### config.mk
export PLATFORM = sky130hd
export DESIGN_NAME = fifo_write_ctrl
export DESIGN_NICKNAME = d
export VERILOG_FILES = /design/src/rtl/fifo_pkg.sv /design/src/rtl/fifo_offset_loader.sv /design/src/rtl/fifo_write_ctrl.sv
export SDC_FILE = /design/constraint.sdc
export NUM_CORES = 1
export LEC_CHECK = 0
export CAP_MARGIN = 20
export CELL_PAD_IN_SITES_DETAIL_PLACEMENT = 1
export CELL_PAD_IN_SITES_GLOBAL_PLACEMENT = 2
export CORE_ASPECT_RATIO = 1.75
export CORE_MARGIN = 2
export CORE_UTILIZATION = 38
export CTS_BUF_LIST = sky130_fd_sc_hd__clkbuf_8 sky130_fd_sc_hd__clkbuf_16
export CTS_CLUSTER_SIZE = 25
export DETAILED_ROUTE_END_ITERATION = 8
export DONT_BUFFER_PORTS = 1
export GPL_ROUTABILITY_DRIVEN = 0
export PLACE_DENSITY = 0.76
export SLEW_MARGIN = 10
export SYNTH_ARGS = -nofsm -noshare
export SYNTH_HDL_FRONTEND = slang
export SYNTH_SLANG_ARGS = --single-unit
### constraint.sdc
create_clock -name WCLK -period 1.7 [get_ports WCLK]
set_input_delay 0.34 -clock WCLK [delete_from_list [all_inputs] [get_ports WCLK]]
set_output_delay 0.34 -clock WCLK [all_outputs]
set_load 0.05 [all_outputs]
### src/rtl/fifo_pkg.sv
// rtl/fifo_pkg.sv - shared types and constants for the FIFO write-side controller
package fifo_pkg;

    localparam int FIFO_DEPTH      = 256;
    localparam int FIFO_ADDR_WIDTH = 8;
    localparam int D_WIDTH         = 9;

    typedef enum logic [2:0] {
        ST_LOAD0 = 3'd0,
        ST_LOAD1 = 3'd1,
        ST_LOAD2 = 3'd2,
        ST_LOAD3 = 3'd3,
        ST_RUN   = 3'd4,
        ST_GAP1  = 3'd5,
        ST_GAP2  = 3'd6
    } wr_state_e;

endpackage

### src/rtl/fifo_offset_loader.sv
// rtl/fifo_offset_loader.sv - four-word WEN2 offset load sequencer
//
// Ports:
//   clk, rst_n  write clock, asynchronous active-low reset
//   start       restart the sequence (first word is issued the following cycle)
//   load_en     a load word is being issued this cycle
//   load_data   the load word: empty offset lo/hi, then full offset lo/hi
//   done        last of the four words is being issued this cycle
module fifo_offset_loader
    import fifo_pkg::*;
#(
    parameter logic [8:0] EMPTY_OFFSET = 9'd10,
    parameter logic [8:0] FULL_OFFSET  = 9'd10
) (
    input  logic               clk,
    input  logic               rst_n,
    input  logic               start,
    output logic               load_en,
    output logic [D_WIDTH-1:0] load_data,
    output logic               done
);

    logic [1:0] step_q, step_d;
    logic       busy_q, busy_d;

    always_comb begin
        step_d = step_q;
        busy_d = busy_q;
        if (start) begin
            step_d = 2'd0;
            busy_d = 1'b1;
        end else if (busy_q) begin
            step_d = step_q + 2'd1;
            if (step_q == 2'd3) begin
                busy_d = 1'b0;
            end
        end
    end

    // Out of reset the sequence is already running, since the
    // FIFO's own offset-load pointer restarts at the same moment.
    always_ff @(posedge clk or negedge rst_n) begin
        if (!rst_n) begin
            step_q <= 2'd0;
            busy_q <= 1'b1;
        end else begin
            step_q <= step_d;
            busy_q <= busy_d;
        end
    end

    always_comb begin
        load_data = '0;
        case (step_q)
            2'd0: load_data = {1'b0, EMPTY_OFFSET[7:0]};
            2'd1: load_data = {8'b0, EMPTY_OFFSET[8]};
            2'd2: load_data = {1'b0, FULL_OFFSET[7:0]};
            2'd3: load_data = {8'b0, FULL_OFFSET[8]};
            default: load_data = '0;
        endcase
    end

    assign load_en = busy_q;
    assign done    = busy_q && (step_q == 2'd3);

endmodule

### src/rtl/fifo_write_ctrl.sv
// rtl/fifo_write_ctrl.sv - FIFO write-port controller: offset load, throttled streaming, word count
//
// Ports:
//   WCLK, RS_N         write clock, asynchronous active-low reset
//   PROG               single-cycle request to re-run the offset load
//   IN_DATA/IN_VALID/IN_READY  producer stream
//   FF, PAF            FIFO full / almost-full flags (registered, WCLK domain)
//   D, WEN1, WEN2      registered FIFO write port (enables active-low)
//   PROG_DONE          offsets loaded, block streaming
//   WR_COUNT           words written since reset, wrapping
// Optional macro FIFO_WR_PARITY_EN: D[8] of data writes carries even parity of IN_DATA[7:0].
module fifo_write_ctrl
    import fifo_pkg::*;
#(
    parameter int         DEPTH        = 256,
    parameter logic [8:0] EMPTY_OFFSET = 9'd10,
    parameter logic [8:0] FULL_OFFSET  = 9'd10,
    parameter int         CNT_WIDTH    = 16
) (
    input  logic                 WCLK,
    input  logic                 RS_N,
    input  logic                 PROG,
    input  logic [8:0]           IN_DATA,
    input  logic                 IN_VALID,
    output logic                 IN_READY,
    input  logic                 FF,
    input  logic                 PAF,
    output logic [8:0]           D,
    output logic                 WEN1,
    output logic                 WEN2,
    output logic                 PROG_DONE,
    output logic [CNT_WIDTH-1:0] WR_COUNT
);

    if (DEPTH != FIFO_DEPTH || int'(FULL_OFFSET) < 3 || int'(FULL_OFFSET) > DEPTH - 1) begin : g_bad_cfg
        $error("fifo_write_ctrl: DEPTH must match the FIFO and FULL_OFFSET must be 3..DEPTH-1");
    end

    wr_state_e            state_q, state_d;
    logic [D_WIDTH-1:0]   d_q, d_d;
    logic                 wen1_q, wen1_d;
    logic                 wen2_q, wen2_d;
    logic                 done_q, done_d;
    logic                 pend_q, pend_d;
    logic [CNT_WIDTH-1:0] cnt_q, cnt_d;

    logic                 load_start;
    logic                 load_en;
    logic                 load_done;
    logic [D_WIDTH-1:0]   load_data;
    logic [D_WIDTH-1:0]   wr_word;
    logic                 run_side;
    logic                 prog_pending;
    logic                 accept;

    fifo_offset_loader #(
        .EMPTY_OFFSET (EMPTY_OFFSET),
        .FULL_OFFSET  (FULL_OFFSET)
    ) u_loader (
        .clk       (WCLK),
        .rst_n     (RS_N),
        .start     (load_start),
        .load_en   (load_en),
        .load_data (load_data),
        .done      (load_done)
    );

`ifdef FIFO_WR_PARITY_EN
    assign wr_word = {^IN_DATA[7:0], IN_DATA[7:0]};
`else
    assign wr_word = IN_DATA;
`endif

    assign run_side = (state_q == ST_RUN) || (state_q == ST_GAP1) || (state_q == ST_GAP2);

    // A PROG arriving in the current RUN cycle already blocks the handshake,
    // so a simultaneous word is never accepted.
    assign prog_pending = pend_q || (PROG && run_side);
    assign IN_READY     = (state_q == ST_RUN) && !FF && !prog_pending;
    assign accept       = IN_VALID && IN_READY;

    always_comb begin
        state_d    = state_q;
        d_d        = d_q;
        wen1_d     = 1'b1;
        wen2_d     = 1'b1;
        pend_d     = pend_q;
        cnt_d      = cnt_q;
        load_start = 1'b0;
        done_d     = run_side;

        if (load_en) begin
            wen2_d = 1'b0;
            d_d    = load_data;
        end

        case (state_q)
            ST_LOAD0: state_d = ST_LOAD1;
            ST_LOAD1: state_d = ST_LOAD2;
            ST_LOAD2: state_d = ST_LOAD3;
            ST_LOAD3: begin
                if (load_done) begin
                    state_d = ST_RUN;
                end
            end
            ST_RUN: begin
                if (prog_pending) begin
                    state_d    = ST_LOAD0;
                    pend_d     = 1'b0;
                    load_start = 1'b1;
                end else if (accept) begin
                    d_d    = wr_word;
                    wen1_d = 1'b0;
                    cnt_d  = cnt_q + {{(CNT_WIDTH-1){1'b0}}, 1'b1};
                    // Near full, leave two idle cycles so FF is current
                    // before the next word can be accepted.
                    if (PAF) begin
                        state_d = ST_GAP1;
                    end
                end
            end
            ST_GAP1: begin
                state_d = ST_GAP2;
                pend_d  = prog_pending;
            end
            ST_GAP2: begin
                state_d = ST_RUN;
                pend_d  = prog_pending;
            end
            default: state_d = ST_LOAD0;
        endcase
    end

    always_ff @(posedge WCLK or negedge RS_N) begin
        if (!RS_N) begin
            state_q <= ST_LOAD0;
            d_q     <= '0;
            wen1_q  <= 1'b1;
            wen2_q  <= 1'b1;
            done_q  <= 1'b0;
            pend_q  <= 1'b0;
            cnt_q   <= '0;
        end else begin
            state_q <= state_d;
            d_q     <= d_d;
            wen1_q  <= wen1_d;
            wen2_q  <= wen2_d;
            done_q  <= done_d;
            pend_q  <= pend_d;
            cnt_q   <= cnt_d;
        end
    end

    assign D         = d_q;
    assign WEN1      = wen1_q;
    assign WEN2      = wen2_q;
    assign PROG_DONE = done_q;
    assign WR_COUNT  = cnt_q;

endmodule
# ---- Word level (Yosys, flattened, before mapping)
# Index checks and enable logic that the tools add are counted.
dict set report word_totals {
  out_inout_bits 29
  reg_bits 35
}
dict set report op_classes {
  addsub 2
  eq_ne 13
  muxes 23
  bitwise 1
  reduce_logical 20
}
# op count
set ops {}
lappend ops {{9-bit 2-to-1 mux} 4}
lappend ops {{3-bit one-hot mux with 7 select lines} 1}
lappend ops {{9-bit one-hot mux with 2 select lines} 1}
lappend ops {{16-bit by 1-bit adder with 16-bit output (second input constant)} 1}
lappend ops {{3-bit 2-to-1 mux} 4}
lappend ops {{1-bit 2-to-1 mux} 10}
lappend ops {{3-bit equality test (second input constant)} 3}
lappend ops {{3-bit by 2-bit equality test with 1-bit output (second input constant)} 2}
lappend ops {{3-bit != test (second input constant)} 2}
lappend ops {{3-bit AND reduction} 2}
lappend ops {{2-bit OR reduction} 3}
lappend ops {{1-bit logical AND} 5}
lappend ops {{2-bit equality test (second input constant)} 2}
lappend ops {{2-bit 2-to-1 mux} 2}
lappend ops {{2-bit != test (second input constant)} 2}
lappend ops {{2-bit nonzero test} 2}
lappend ops {{3-bit by 1-bit equality test with 1-bit output (second input constant)} 1}
lappend ops {{3-bit logical NOT} 1}
lappend ops {{1-bit logical OR} 3}
lappend ops {{2-bit by 1-bit adder with 2-bit output (second input constant)} 1}
lappend ops {{2-bit by 1-bit equality test with 1-bit output (second input constant)} 1}
lappend ops {{1-bit logical NOT} 2}
lappend ops {{2-bit logical NOT} 1}
lappend ops {{1-bit one-hot mux with 2 select lines} 1}
lappend ops {{other kinds (2)} 2}

# ---- Depth between registers and ports, before layout
dict set report logic_depth {
  word_depth 11
  mapped_depth 6
  mapped_depth_nobuf 5
}

# ---- Hierarchy
# Synthesis repeated with hierarchy kept, for this count alone.
dict set report unflattened {
  hier_cells 159
  hier_area_um2 1672.9
}
# mod cells_per_inst seq_area_each_um2 area_per_inst_um2 instances
set by_module_without_submodules {}
lappend by_module_without_submodules {fifo_write_ctrl 135 803.3 1452.6 1}
lappend by_module_without_submodules {fifo_offset_loader 24 76.3 220.2 1}

# ---- Worst setup path after synthesis
# Ideal clock, no wire load.
dict set report synth_timing {
  kind {flip-flop to flip-flop}
  from {reg cnt_q[2] (netlist: WR_COUNT[2])}
  to {reg cnt_q[15] (netlist: WR_COUNT[15])}
  period_less_slack_ns 1.674
  t_arrival_ns 1.534
  n_path_buf 0
  path_stages_with_launch 5
  setup_time_ns 0.140
  path_slack_ns 0.026
  path_cell_list {dfrtp_1 -> and4_1 -> and4_1 -> nand4_1 -> xnor2_1}
}
dict set report synth_via {
  elab_chain_cells 1
}
# element line
set synth_rtl {}
lappend synth_rtl {{start, declared} fifo_write_ctrl.sv:45} ;# logic [CNT_WIDTH-1:0] cnt_q, cnt_d;
lappend synth_rtl {{start signal, assigned} fifo_write_ctrl.sv:150} ;# cnt_q <= cnt_d;
lappend synth_rtl {{16-bit by 1-bit adder with 16-bit output} fifo_write_ctrl.sv:114} ;# cnt_d = cnt_q + {{(CNT_WIDTH-1){1'b0}}, 1'b1};
# Every way passes these cells.
# A chain may end at the register's enable or synchronous reset.

# ---- Worst setup path after layout
dict set report layout_timing {
  from {reg state_q[1]}
  to {out IN_READY}
}
dict set report layout_via {
  elab_chain_cells 7
}
# element line
set layout_rtl {}
lappend layout_rtl {{start, declared} fifo_write_ctrl.sv:39} ;# wr_state_e state_q, state_d;
lappend layout_rtl {{start signal, assigned} fifo_write_ctrl.sv:144} ;# state_q <= state_d;
lappend layout_rtl {{3-bit equality test (on tied branches)} {fifo_write_ctrl.sv:74, fifo_write_ctrl.sv:79}}
lappend layout_rtl {{1-bit logical OR (2 in a row)} fifo_write_ctrl.sv:74} ;# assign run_side = (state_q == ST_RUN) || (state_q == ST_GAP1) || (state_q == ST_GAP2);
lappend layout_rtl {{1-bit logical AND} fifo_write_ctrl.sv:78} ;# assign prog_pending = pend_q || (PROG && run_side);
lappend layout_rtl {{1-bit logical OR} fifo_write_ctrl.sv:78}
lappend layout_rtl {{1-bit logical NOT} fifo_write_ctrl.sv:79} ;# assign IN_READY = (state_q == ST_RUN) && !FF && !prog_pending;
lappend layout_rtl {{1-bit logical AND *} fifo_write_ctrl.sv:79}
lappend layout_rtl {{end, declared} fifo_write_ctrl.sv:25} ;# output logic IN_READY,
# Every way passes the cells marked *; elsewhere a longest branch is shown, timed or not.

==> impl_metrics.json <==
{
  "setup_viol": 0,
  "yosysWarnings": 0,
  "fin_util": 0.487,
  "synth.distinct_cells": 28,
  "slew_headroom": 0.652,
  "syn_to_final_growth_pct": 22.5,
  "grt_util_met3": 0.0659,
  "die_area_um2": 4630,
  "hold_depth": 2,
  "num_vias": 1168,
  "drtIter0Drc": 10,
  "vias_per_cell": 5.31,
  "synth_edf_count": 0,
  "p_total_mw": 1.81,
  "ys_seq_elements": 35,
  "worstPathRequired_ps": 1360,
  "dieWidth_um": 52.3,
  "grt_use_met2": 0.302,
  "layout-drive-gt1-share": 0.262,
  "ys_seq_area_frac": 0.567,
  "status": "complete, no violations",
  "fill_cells": 451,
  "wirelength_mm": 3.59,
  "power_density_nw_per_um2": 951,
  "crit_path_end_kind": "output port",
  "root_buffer": "clkbuf_8",
  "layout_commonest_cell": "dfrtp_1",
  "antenna_cells": 0,
  "gr-total-overflow": 0,
  "reg2regPathDepth": 5,
  "ys.flop_type": "dfrtp_1",
  "timing.final.crit_share": 0.999,
  "hold_path_class": "input port to flop",
  "peakVddDrop_mv": 0.550,
  "core_area_um2": 3900,
  "synthesis.area_um2": 1550,
  "maxCapViolCount": 0,
  "grt_max_degree": 36,
  "fin_skew_ps": 8.79,
  "nNetsFinal": 189,
  "grt_antenna_before_repair": 0,
  "rsz0062_at_grt": "true",
  "grt_pass1_wl_mm": 6.00,
  "cts_made_buffers": 5,
  "slew_violations": 0,
  "first_pass_iters": 2,
  "power.leakage_nw": 0.900,
  "max_slew.worst_pin.slew_ps": 522,
  "cp_data_arrival_time_ps": 1360,
  "drc": 0,
  "finalCriticalPeriod_ps": 1700,
  "h-tree-depth": 2,
  "clk_path_buf_depth": 2,
  "initial_core_util": 0.397,
  "wl_per_cell_um": 16.3,
  "hold_violations": 0,
  "syn_nets": 160,
  "fmax_ghz": 0.589,
  "clkLatencyLatePin_ps": 290,
  "use_met1": 0.190,
  "layout_common_cells": "dfrtp_1, buf_4, nand2_1",
  "synthCells": 142,
  "critPathKind": "flop to output port",
  "die_h_um": 88.5,
  "start_kind": "flop",
  "r2r_slack_ps": 110,
  "cts_tree": "built",
  "grt-busiest-layer": "met2",
  "io_pins": 44,
  "ant_nets": 0,
  "port_buffers": 0,
  "ys_async_sr_fraction": 1.00,
  "syn_avg_cell_area_um2": 10.9,
  "post_dp_cell_area_um2": 1720,
  "fin_area_um2": 1900,
  "dpl.hpwl_mm": 2.69,
  "crit_path_max_fanout": 4,
  "row_count": 30,
  "grt_pass1_vias": 1245,
  "clock-sinks": 35,
  "grt_usage": 0.179,
  "clk_pin_slew_ps": 70
}
==> worst max-delay path, stage by stage, from the launching register on <==
cell and delay [ps]:
dfrtp_2 440, nor3b_4 220, buf_4 140, and2_4 130, buf_8 140
==> cell type report <==
class	count	area [µm²]	share of cell area
clock buffers	5	68.8	0.0362
well taps	48	60.1	0.0316
clock inverters	3	16.3	0.00856
repair buffers	26	218	0.115
flip-flops and latches	35	882	0.464
inverters	4	15.0	0.00791
multi-input cells	99	639	0.337
==> layer usage <==
layer,wire length [µm],vias up,share of wire
met4,93,0,0.026
met1,1300,577,0.36
met3,256,7,0.071
met2,1950,40,0.54
li1,-,544,-
met5,0,-,0
==> worst paths after layout <==
kind                                     startpoint                  endpoint
setup reg to reg                 pend_q$_DFFE_PN0P_  WR_COUNT[15]$_DFFE_PN0P_
hold / removal                           IN_DATA[7]            D[7]$_DFF_PN0_
min in group asynchronous                      RS_N  WR_COUNT[14]$_DFFE_PN0P_
hold reg to reg            WR_COUNT[13]$_DFFE_PN0P_  WR_COUNT[13]$_DFFE_PN0P_
setup / recovery             state_q[1]$_DFFE_PN0P_                  IN_READY
max in group asynchronous                      RS_N            WEN1$_DFF_PN1_
==> synth_stat cells, types with 2 or more instances <==
| cell | n | share of area |
|---|---|---|
| nand3_1 | 6 | 0.019 |
| ha_1 | 3 | 0.024 |
| nor2_1 | 6 | 0.015 |
| and3_1 | 2 | 0.0081 |
| nand2_1 | 21 | 0.051 |
| o21ai_0 | 12 | 0.039 |
| dfrtp_1 | 32 | 0.52 |
| a21oi_1 | 4 | 0.013 |
| xnor2_1 | 11 | 0.062 |
| and2_1 | 2 | 0.0081 |
| buf_6 | 3 | 0.022 |
| inv_1 | 4 | 0.0097 |
| xor2_1 | 5 | 0.028 |
| dfstp_2 | 3 | 0.051 |
| a21boi_0 | 2 | 0.0097 |
| nor3_1 | 5 | 0.016 |
| nand4_1 | 6 | 0.024 |
| mux2i_1 | 2 | 0.013 |
| and4_1 | 4 | 0.023 |
==> stage by stage <==
step | instances | setup TNS [ps] | hold slack [ps] | setup slack (ps)
6_report | 220 | 0 | 166 | 1.82
5_1_grt | 220 | -85.0 | 175 | -50.8
4_1_cts | 220 | -0.521 | 164 | -0.521
3_5_place_dp | 206 | -0.171 | 45.1 | -0.171
3_3_place_gp | 206 | 0 | 45.1 | 29.6
2_1_floorplan | 142 | 0 | 44.4 | 25.6
==> flip-flops by register name, indices dropped and copies added (netlist names) <==
name              cells
u_loader.load_en      1
u_loader.step_q       2
D                     9
WEN2                  1
WEN1                  1
state_q               3
PROG_DONE             1
WR_COUNT             16
pend_q                1
==> where the power goes <==
part           switching, mW  internal, mW
combinational          0.106        0.0817
clock                  0.306         0.280
sequential             0.141         0.892
==> what timing repair did <==
action | in CTS | in global routing
setup endpoints to repair | 5 | 20
buffers inserted | 4 | 0
gates cloned | 0 | 0
pin swaps | 1 | 1
resized for setup | 6 | 4
endpoints found under the hold margin | 35 | 0
hold buffers | 2 | 0
==> cell families (layout without fill, tap and decap cells) <==
logic type / after synthesis / after routing / synth area share
simple gates: 58 / 58 / 0.199
flops: 35 / 35 / 0.567
mux: 3 / 3 / 0.0202
buf+inv: 8 / 38 / 0.0339
compound gates: 19 / 19 / 0.0654
fa+ha+maj: 3 / 3 / 0.0242
xor+xnor: 16 / 16 / 0.0904
No activity file was read; power rests on OpenSTA's default activity.
